<file path="config.mk">
export PLATFORM = sky130hd
export DESIGN_NAME = mips_decode_stage
export DESIGN_NICKNAME = d
export VERILOG_FILES = /design/src/rtl/mips_pkg.sv /design/src/rtl/mips_regfile.sv /design/src/rtl/mips_decode_stage.sv
export SDC_FILE = /design/constraint.sdc
export NUM_CORES = 2
export LEC_CHECK = 0
export ABC_CLOCK_PERIOD_IN_PS = 3900
export CAP_MARGIN = 20
export CORE_MARGIN = 1
export CORE_UTILIZATION = 29
export DETAILED_ROUTE_END_ITERATION = 10
export GPL_TIMING_DRIVEN = 0
export HOLD_SLACK_MARGIN = 0.12
export PLACE_DENSITY = 0.51
export SYNTH_ARGS = -nofsm -noshare
export SYNTH_HDL_FRONTEND = slang
export SYNTH_SLANG_ARGS = --single-unit
</file>
<file path="constraint.sdc">
create_clock -name clk -period 3.9 [get_ports clk]
set_input_delay 0.78 -clock clk [delete_from_list [all_inputs] [get_ports clk]]
set_output_delay 0.78 -clock clk [all_outputs]
set_load 0.02 [all_outputs]
</file>
<file path="src/rtl/mips_pkg.sv">
// Shared decode definitions for the MIPS pipeline: ALU operations, opcode/funct
// encodings, the ID/EX control bundle and immediate-extension helpers.
package mips_pkg;

    typedef enum logic [3:0] {
        ALU_ADD = 4'd0,
        ALU_SUB = 4'd1,
        ALU_AND = 4'd2,
        ALU_OR  = 4'd3,
        ALU_SLT = 4'd4,
        ALU_NOP = 4'd5
    } alu_op_e;

    localparam logic [5:0] OP_RTYPE = 6'h00;
    localparam logic [5:0] OP_BEQ   = 6'h04;
    localparam logic [5:0] OP_ADDI  = 6'h08;
    localparam logic [5:0] OP_ANDI  = 6'h0C;
    localparam logic [5:0] OP_ORI   = 6'h0D;
    localparam logic [5:0] OP_LW    = 6'h23;
    localparam logic [5:0] OP_SW    = 6'h2B;

    localparam logic [5:0] FN_ADD = 6'h20;
    localparam logic [5:0] FN_SUB = 6'h22;
    localparam logic [5:0] FN_AND = 6'h24;
    localparam logic [5:0] FN_OR  = 6'h25;
    localparam logic [5:0] FN_SLT = 6'h2A;

    // Control part of the ID/EX bundle; XLEN-wide data travels beside it.
    typedef struct packed {
        alu_op_e    op;
        logic       use_imm;
        logic [4:0] dst;
        logic       reg_write;
        logic       mem_read;
        logic       mem_write;
        logic       branch;
        logic       illegal;
    } id_ex_t;

    function automatic logic [31:0] sext(input logic [15:0] v);
        return {{16{v[15]}}, v};
    endfunction

    function automatic logic [31:0] zext(input logic [15:0] v);
        return {16'h0000, v};
    endfunction

endpackage

</file>
<file path="src/rtl/mips_regfile.sv">
// NREG x XLEN register file: two combinational read ports, one write port,
// register 0 hardwired to zero and write-through bypass on both read ports.
module mips_regfile #(
    parameter int unsigned XLEN = 32,
    parameter int unsigned NREG = 32
) (
    input  logic            clk,
    input  logic            rst_n,
    input  logic [4:0]      ra_addr,
    output logic [XLEN-1:0] ra_data,
    input  logic [4:0]      rb_addr,
    output logic [XLEN-1:0] rb_data,
    input  logic            we,
    input  logic [4:0]      waddr,
    input  logic [XLEN-1:0] wdata
);

    localparam int unsigned AW = (NREG > 1) ? $clog2(NREG) : 1;

    logic [XLEN-1:0] regs_q [NREG];
    logic [XLEN-1:0] regs_d [NREG];
    logic            wr_ok;

    assign wr_ok = we && (waddr != 5'd0) && (32'(waddr) < NREG);

    always_comb begin
        regs_d = regs_q;
        if (wr_ok) begin
            regs_d[waddr[AW-1:0]] = wdata;
        end
    end

    always_ff @(posedge clk or negedge rst_n) begin
        if (!rst_n) begin
            for (int unsigned i = 0; i < NREG; i++) begin
                regs_q[i] <= '0;
            end
        end else begin
            regs_q <= regs_d;
        end
    end

    always_comb begin
        ra_data = '0;
        if ((ra_addr != 5'd0) && (32'(ra_addr) < NREG)) begin
            ra_data = (wr_ok && (waddr == ra_addr)) ? wdata : regs_q[ra_addr[AW-1:0]];
        end
    end

    always_comb begin
        rb_data = '0;
        if ((rb_addr != 5'd0) && (32'(rb_addr) < NREG)) begin
            rb_data = (wr_ok && (waddr == rb_addr)) ? wdata : regs_q[rb_addr[AW-1:0]];
        end
    end

endmodule

</file>
<file path="src/rtl/mips_decode_stage.sv">
// Pipelined MIPS instruction decode: R/I-type decode, register read with bypass,
// load-use stall and a registered ID/EX bundle behind a valid/ready handshake.
module mips_decode_stage
    import mips_pkg::*;
#(
    parameter int unsigned XLEN = 32,
    parameter int unsigned NREG = 32
) (
    input  logic            clk,
    input  logic            rst,
    input  logic            if_valid,
    input  logic [31:0]     if_instr,
    input  logic [XLEN-1:0] if_pc,
    output logic            id_ready,
    input  logic            wb_en,
    input  logic [4:0]      wb_addr,
    input  logic [XLEN-1:0] wb_data,
    input  logic            ex_ready,
    output logic            ex_valid,
    output logic [3:0]      ex_op,
    output logic [XLEN-1:0] ex_rs_val,
    output logic [XLEN-1:0] ex_rt_val,
    output logic [XLEN-1:0] ex_imm,
    output logic            ex_use_imm,
    output logic [4:0]      ex_dst,
    output logic            ex_reg_write,
    output logic            ex_mem_read,
    output logic            ex_mem_write,
    output logic            ex_branch,
    output logic            ex_illegal,
    output logic [XLEN-1:0] ex_pc
);

    logic [5:0]  opcode;
    logic [5:0]  funct;
    logic [4:0]  rs;
    logic [4:0]  rt;
    logic [4:0]  rd;
    logic [15:0] imm16;
    logic        unused_shamt;

    assign opcode       = if_instr[31:26];
    assign rs           = if_instr[25:21];
    assign rt           = if_instr[20:16];
    assign rd           = if_instr[15:11];
    assign funct        = if_instr[5:0];
    assign imm16        = if_instr[15:0];
    assign unused_shamt = ^if_instr[10:6];

    logic [XLEN-1:0] rs_rdata;
    logic [XLEN-1:0] rt_rdata;

    mips_regfile #(
        .XLEN(XLEN),
        .NREG(NREG)
    ) u_regfile (
        .clk    (clk),
        .rst_n  (rst),
        .ra_addr(rs),
        .ra_data(rs_rdata),
        .rb_addr(rt),
        .rb_data(rt_rdata),
        .we     (wb_en),
        .waddr  (wb_addr),
        .wdata  (wb_data)
    );

    function automatic logic reg_ok(input logic [4:0] r);
        return 32'(r) < NREG;
    endfunction

    id_ex_t          dec;
    logic [XLEN-1:0] dec_imm;
    logic [XLEN-1:0] dec_rs;
    logic [XLEN-1:0] dec_rt;
    logic            dec_bad;

    always_comb begin
        dec      = '0;
        dec.op   = ALU_NOP;
        dec_imm  = '0;
        dec_bad  = 1'b0;
        case (opcode)
            OP_RTYPE: begin
                dec.reg_write = 1'b1;
                dec.dst       = rd;
                case (funct)
                    FN_ADD:  dec.op = ALU_ADD;
                    FN_SUB:  dec.op = ALU_SUB;
                    FN_AND:  dec.op = ALU_AND;
                    FN_OR:   dec.op = ALU_OR;
                    FN_SLT:  dec.op = ALU_SLT;
                    default: dec_bad = 1'b1;
                endcase
                if (!reg_ok(rd)) dec_bad = 1'b1;
            end
            OP_ADDI, OP_LW, OP_SW: begin
                dec.op        = ALU_ADD;
                dec_imm       = XLEN'(signed'(sext(imm16)));
                dec.use_imm   = 1'b1;
                dec.dst       = rt;
                dec.reg_write = (opcode != OP_SW);
                dec.mem_read  = (opcode == OP_LW);
                dec.mem_write = (opcode == OP_SW);
            end
            OP_ANDI, OP_ORI: begin
                dec.op        = (opcode == OP_ANDI) ? ALU_AND : ALU_OR;
                dec_imm       = XLEN'(zext(imm16));
                dec.use_imm   = 1'b1;
                dec.dst       = rt;
                dec.reg_write = 1'b1;
            end
            OP_BEQ: begin
                dec.op     = ALU_SUB;
                dec.branch = 1'b1;
                dec_imm    = XLEN'(signed'(sext(imm16))) << 2;
            end
            default: dec_bad = 1'b1;
        endcase
        if (!reg_ok(rs) || !reg_ok(rt)) dec_bad = 1'b1;
        dec_rs = rs_rdata;
        dec_rt = rt_rdata;
        // Illegal instructions issue a clean, side-effect-free bundle.
        if (dec_bad) begin
            dec         = '0;
            dec.op      = ALU_NOP;
            dec.illegal = 1'b1;
            dec_imm     = '0;
            dec_rs      = '0;
            dec_rt      = '0;
        end
    end

    logic            ex_valid_q, ex_valid_d;
    id_ex_t          ex_q, ex_d;
    logic [XLEN-1:0] rs_val_q, rs_val_d;
    logic [XLEN-1:0] rt_val_q, rt_val_d;
    logic [XLEN-1:0] imm_q, imm_d;
    logic [XLEN-1:0] pc_q, pc_d;

    logic reads_rt;
    logic hazard;
    logic accept;

    assign reads_rt = (opcode == OP_RTYPE) || (opcode == OP_SW) || (opcode == OP_BEQ);
    assign hazard   = if_valid && ex_valid_q && ex_q.mem_read && (ex_q.dst != 5'd0) &&
                      ((rs == ex_q.dst) || (reads_rt && (rt == ex_q.dst)));
    assign id_ready = rst && !hazard && (!ex_valid_q || ex_ready);
    assign accept   = if_valid && id_ready;

    // A stalled slot that drains issues as a bubble; the stalled
    // instruction is then accepted once the load has left.
    always_comb begin
        ex_valid_d = ex_valid_q;
        ex_d       = ex_q;
        rs_val_d   = rs_val_q;
        rt_val_d   = rt_val_q;
        imm_d      = imm_q;
        pc_d       = pc_q;
        if (!ex_valid_q || ex_ready) begin
            ex_valid_d = accept;
            if (accept) begin
                ex_d     = dec;
                rs_val_d = dec_rs;
                rt_val_d = dec_rt;
                imm_d    = dec_imm;
                pc_d     = if_pc;
            end
        end
    end

    always_ff @(posedge clk or negedge rst) begin
        if (!rst) begin
            ex_valid_q <= 1'b0;
            ex_q       <= '0;
            rs_val_q   <= '0;
            rt_val_q   <= '0;
            imm_q      <= '0;
            pc_q       <= '0;
        end else begin
            ex_valid_q <= ex_valid_d;
            ex_q       <= ex_d;
            rs_val_q   <= rs_val_d;
            rt_val_q   <= rt_val_d;
            imm_q      <= imm_d;
            pc_q       <= pc_d;
        end
    end

    assign ex_valid     = ex_valid_q;
    assign ex_op        = ex_q.op;
    assign ex_rs_val    = rs_val_q;
    assign ex_rt_val    = rt_val_q;
    assign ex_imm       = imm_q;
    assign ex_use_imm   = ex_q.use_imm;
    assign ex_dst       = ex_q.dst;
    assign ex_reg_write = ex_q.reg_write;
    assign ex_mem_read  = ex_q.mem_read;
    assign ex_mem_write = ex_q.mem_write;
    assign ex_branch    = ex_q.branch;
    assign ex_illegal   = ex_q.illegal;
    assign ex_pc        = pc_q;

endmodule

</file>
==> impl_results.html <==
<table>
<tr><th>Metric</th><th>Value</th></tr>
<tr><th colspan="2">Run status</th></tr>
<tr><td>Run status</td><td>finished with violations</td></tr>
<tr><td>Failing checks</td><td>negative setup slack</td></tr>
<tr><th colspan="2">Worst setup path</th></tr>
<tr><td>Arrival time worst endpoint</td><td>4.65 ns</td></tr>
<tr><td>Startpoint-to-endpoint class of the critical path</td><td>primary input to flip-flop</td></tr>
<tr><td>Top fanout value on the critical path</td><td>10</td></tr>
<tr><td>Worst path required time</td><td>4.55 ns</td></tr>
<tr><td>Type of destination of the critical path</td><td>flip-flop</td></tr>
<tr><td>Nature of the critical path startpoint</td><td>primary input</td></tr>
<tr><th colspan="2">Clocking</th></tr>
<tr><td>Number of H-tree levels</td><td>4</td></tr>
<tr><td>CTS tree</td><td>yes</td></tr>
<tr><td>Clock insertion delay at the later pin of the skew report</td><td>0.83 ns</td></tr>
<tr><td>Maximum clock path buffer count</td><td>3</td></tr>
<tr><td>CTS Root Cell</td><td>sky130_fd_sc_hd__clkbuf_16</td></tr>
<tr><td>Cts bufs inserted</td><td>138</td></tr>
<tr><td>Total number of clock tree sinks</td><td>1153</td></tr>
<tr><td>Clock transition at path regs</td><td>0.06 ns</td></tr>
<tr><td>Setup fix buffers added after clock tree synthesis</td><td>0</td></tr>
<tr><th colspan="2">Routing</th></tr>
<tr><td>Via count of the routed design</td><td>44054</td></tr>
<tr><td>1st-iter DRT viols</td><td>5256</td></tr>
<tr><td>1st-pass router iterations</td><td>6</td></tr>
<tr><td>Via density</td><td>5.85</td></tr>
<tr><td>Per-cell routed wire length</td><td>35.7 um</td></tr>
<tr><td>Remaining antenna violation count</td><td>0</td></tr>
<tr><td>Drt drc</td><td>0</td></tr>
<tr><td>Total wirelength of the detailed-routed design</td><td>269 mm</td></tr>
<tr><th colspan="2">Die</th></tr>
<tr><td>Die height</td><td>456 um</td></tr>
<tr><td>Boundary pin count</td><td>251</td></tr>
<tr><td>Total Die Area</td><td>208000 um2</td></tr>
<tr><td>Chip width</td><td>456 um</td></tr>
<tr><td>Starting density of the core</td><td>29.2%</td></tr>
<tr><td>Row Count</td><td>166</td></tr>
<tr><td>Placeable Area</td><td>205000 um2</td></tr>
<tr><th colspan="2">STA</th></tr>
<tr><td>Max Clock Freq</td><td>249 MHz</td></tr>
<tr><td>Fin crit share</td><td>103%</td></tr>
<tr><td>Number of hold violations in the final report</td><td>0</td></tr>
<tr><td>Shortest period the worst path allows</td><td>4.01 ns</td></tr>
<tr><td>Unrepaired setup endpoints after global routing</td><td>false</td></tr>
<tr><td># setup viols final</td><td>3</td></tr>
<tr><td>Max_slew headroom</td><td>13.2%</td></tr>
<tr><td>Slew of the pin with the lowest slew margin</td><td>1.30 ns</td></tr>
<tr><td>Setup clock skew after layout</td><td>0.0409 ns</td></tr>
<tr><td>Final number of max-transition violations</td><td>0</td></tr>
<tr><td>Post-route setup slack</td><td>-0.109 ns</td></tr>
<tr><th colspan="2">Yosys</th></tr>
<tr><td>Share of flip-flops with an asynchronous set or reset</td><td>100%</td></tr>
<tr><td>Count of flip-flops with a built-in enable after synthesis</td><td>0</td></tr>
<tr><td>Number of storage elements in the synthesis netlist</td><td>1153</td></tr>
<tr><td>Cell type with the highest aggregate area in the netlist</td><td>sky130_fd_sc_hd__dfrtp_1</td></tr>
<tr><td>Mean instance size in the synthesized netlist</td><td>14.0 um2</td></tr>
<tr><td>Leading post-synthesis cells by instance count</td><td>sky130_fd_sc_hd__dfrtp_1 (1153), sky130_fd_sc_hd__mux2_2 (992), sky130_fd_sc_hd__mux4_2 (375)</td></tr>
<tr><td>Seq/Total Area, Yosys</td><td>48.2%</td></tr>
<tr><td>Combined area of all synthesized cells</td><td>59800 um2</td></tr>
<tr><td>Share of the synthesized area in the top cell type</td><td>48.2%</td></tr>
<tr><td>Count of yosys warnings during synthesis</td><td>0</td></tr>
<tr><td>Count of different cell masters after synthesis</td><td>61</td></tr>
<tr><td>Most common cell in the synthesized netlist</td><td>sky130_fd_sc_hd__dfrtp_1</td></tr>
<tr><td>Post-synthesis instance total</td><td>4266</td></tr>
<tr><td>Post-synth net total</td><td>4372</td></tr>
<tr><td>Largest cells by area after synthesis</td><td>sky130_fd_sc_hd__dfrtp_1 (48%), sky130_fd_sc_hd__mux2_2 (19%), sky130_fd_sc_hd__mux4_2 (14%)</td></tr>
<tr><td>Predominant post-synthesis flop cell</td><td>sky130_fd_sc_hd__dfrtp_1</td></tr>
<tr><th colspan="2">Placed design</th></tr>
<tr><td>Dpl hpwl</td><td>185 mm</td></tr>
<tr><td>Buffers added on ports</td><td>235</td></tr>
<tr><td>GPL Wtd Cong</td><td>0.949</td></tr>
<tr><td>Placed cell count</td><td>7261</td></tr>
<tr><th colspan="2">Power and ir drop</th></tr>
<tr><td>Power, Total</td><td>35.9 mW</td></tr>
<tr><td>VDD IR max</td><td>0.000475 V</td></tr>
<tr><td>Leakage dissipation</td><td>30.7 nW</td></tr>
<tr><td>PwrDens</td><td>501 nW/um2</td></tr>
<tr><th colspan="2">Global routing</th></tr>
<tr><td>Global-route wire length before repair</td><td>368 mm</td></tr>
<tr><td>Largest net degree at the start of global routing</td><td>170</td></tr>
<tr><td>Overall overflow remaining after global route</td><td>0</td></tr>
<tr><td>GRT Overall Usage</td><td>25.5%</td></tr>
<tr><td>Number of antenna violations at the first check in global routing</td><td>17</td></tr>
<tr><td>Via count of the first global-routing pass</td><td>44461</td></tr>
<tr><th colspan="2">Cells and area</th></tr>
<tr><td>Area grow syn2layout</td><td>19.7%</td></tr>
<tr><td>Final nets</td><td>4829</td></tr>
<tr><td>Number of filler cells placed in the layout</td><td>20105</td></tr>
<tr><td>Post-route non-filler standard cell count</td><td>7527</td></tr>
<tr><td>Share of layout cells above drive strength 1</td><td>39.7%</td></tr>
<tr><th colspan="2">Worst hold path</th></tr>
<tr><td>Type of the most critical hold path</td><td>primary input to async pin</td></tr>
<tr><th colspan="2">Flow run</th></tr>
<tr><td>Maximum capacitance violations</td><td>0</td></tr>
</table>
-- report_power, final --
part	switching, mW	internal, mW	leakage, nW	total (mW)
Sequential	1.65	14.1	14.8	15.8
Combinational	3.28	3.90	13.7	7.17
Clock	5.63	7.32	2.18	13.0
Total	10.6	25.3	30.7	35.9
-- path summary, 6_finish.rpt --
kind / startpoint / to / slack (ns) / depth (start not counted)
max reg2reg: ex_dst[0]$_DFFE_PN0P_ / ex_rs_val[20]$_DFFE_PN0P_ / 0.61 / 8
max: if_instr[17] / ex_rt_val[15]$_DFFE_PN0P_ / -0.11 / 10
min reg2reg: ex_pc[0]$_DFFE_PN0P_ / ex_pc[0]$_DFFE_PN0P_ / 0.47 / 2
max in group asynchronous: rst / u_regfile.regs_q[882]$_DFFE_PN0P_ / 1.71 / 4
min in group clk: if_instr[26] / ex_op[1]$_DFFE_PN0P_ / 0.33 / 4
min: rst / u_regfile.regs_q[961]$_DFFE_PN0P_ / 0.1 / 2
-- metrics by stage --
stage	area (um2)	setup WS [ns]	TNS [ns]	hold WS, ns	util [%]
CTS	71500	0.000885	0	0.144	34.9
finish	71600	-0.109	-0.110	0.0992	35.0
global route	71600	0.0172	0	0.160	35.0
global placement	65500	-53.55	-	0.456	32.0
floorplan	59800	1.30	0	0.441	-
detailed placement	66900	-1.08	-105.55	0.461	32.6
-- critical path: stages --
cell	delay, ns
sky130_fd_sc_hd__clkdlybuf4s50_1	0.74
sky130_fd_sc_hd__buf_2	0.39
sky130_fd_sc_hd__buf_2	0.30
sky130_fd_sc_hd__buf_2	0.39
sky130_fd_sc_hd__nor2_1	1.06
sky130_fd_sc_hd__a22oi_1	0.17
sky130_fd_sc_hd__nand2_1	0.14
sky130_fd_sc_hd__o21ai_0	0.08
sky130_fd_sc_hd__o22ai_1	0.44
sky130_fd_sc_hd__o21ai_0	0.13
-- area by class of cell --
cell class | instances | area, um2 | area share [%]
clock inverter | 39 | 365 | 0.510
inverter | 1 | 3.75 | 0.00524
antenna | 8 | 20.0 | 0.0280
timing repair buffer | 317 | 3940 | 5.50
buffer | 482 | 2510 | 3.51
sequential | 1153 | 28900 | 40.3
tap | 2688 | 3360 | 4.70
clock buffer | 209 | 4070 | 5.68
multi-input combinational | 2630 | 28500 | 39.8
-- placed cells by master, fill, tap and decap left out, types with 8 or more instances in the layout --
| cell | synthesis | routed |
|---|---|---|
| sky130_fd_sc_hd__dfrtp_1 | 1153 | 1153 |
| sky130_fd_sc_hd__mux2_2 | 992 | 992 |
| sky130_fd_sc_hd__mux4_2 | 375 | 375 |
| sky130_fd_sc_hd__mux2i_1 | 263 | 263 |
| sky130_fd_sc_hd__clkbuf_1 | 215 | 247 |
| sky130_fd_sc_hd__clkdlybuf4s50_1 | 0 | 232 |
| sky130_fd_sc_hd__nand2_1 | 176 | 176 |
| sky130_fd_sc_hd__o22ai_1 | 162 | 162 |
| sky130_fd_sc_hd__clkbuf_16 | 0 | 142 |
| sky130_fd_sc_hd__buf_2 | 127 | 133 |
| sky130_fd_sc_hd__a22oi_1 | 122 | 122 |
| sky130_fd_sc_hd__nor2_1 | 78 | 77 |
| sky130_fd_sc_hd__nand4_1 | 68 | 68 |
| sky130_fd_sc_hd__buf_4 | 58 | 60 |
| sky130_fd_sc_hd__buf_6 | 40 | 45 |
| sky130_fd_sc_hd__buf_8 | 0 | 43 |
| sky130_fd_sc_hd__nor3_1 | 42 | 42 |
| sky130_fd_sc_hd__nor2b_1 | 37 | 37 |
| sky130_fd_sc_hd__buf_1 | 41 | 36 |
| sky130_fd_sc_hd__o211ai_1 | 33 | 33 |
| sky130_fd_sc_hd__or4_1 | 32 | 32 |
| sky130_fd_sc_hd__and2_1 | 30 | 30 |
| sky130_fd_sc_hd__a211oi_1 | 30 | 30 |
| sky130_fd_sc_hd__a221o_1 | 28 | 28 |
| sky130_fd_sc_hd__clkbuf_8 | 0 | 26 |
| sky130_fd_sc_hd__buf_16 | 0 | 26 |
| sky130_fd_sc_hd__a221oi_1 | 24 | 24 |
| sky130_fd_sc_hd__clkinv_2 | 0 | 19 |
| sky130_fd_sc_hd__o21ai_0 | 18 | 18 |
| sky130_fd_sc_hd__xor2_1 | 17 | 17 |
| sky130_fd_sc_hd__nand3_1 | 14 | 14 |
| sky130_fd_sc_hd__nand2b_1 | 12 | 12 |
| sky130_fd_sc_hd__clkbuf_2 | 0 | 9 |
| sky130_fd_sc_hd__mux2_1 | 9 | 9 |
| sky130_fd_sc_hd__diode_2 | 0 | 8 |
-- what timing repair did --
item / 4_1_cts / 5_1_grt
gates cloned: 4 / 0
setup endpoints to repair: 43 / 1
endpoints found under the hold margin: 98 / 0
gates resized for setup: 3 / 3
hold buffers: 5 / 0
-- logic make-up after synthesis --
family	Yosys count	share of synthesized area [%]
other cells	1	0.00627
mux	1639	37.4
xor+xnor	21	0.308
compound gates	444	5.36
buf+inv	483	4.17
simple gates	525	4.54
flops	1153	48.2
-- metal layers --
metal	global-route usage (%)	up-vias	wire length, um
li1	-	17202	-
met1	33.6	23542	110000
met2	37.8	2610	117000
met3	7.53	688	26500
met4	13.1	12	15700
met5	0	-	86
-- sequential cells by signal (all words and copies together) (netlist names) --
| name | flops |
|---|---|
| ex_branch | 1 |
| ex_dst | 5 |
| ex_illegal | 1 |
| ex_imm | 18 |
| ex_mem_read | 1 |
| ex_mem_write | 1 |
| ex_op | 3 |
| ex_pc | 32 |
| ex_reg_write | 1 |
| ex_rs_val | 32 |
| ex_rt_val | 32 |
| ex_use_imm | 1 |
| ex_valid | 1 |
| u_regfile.regs_q | 1024 |
Power figures use the tool's default switching activity.
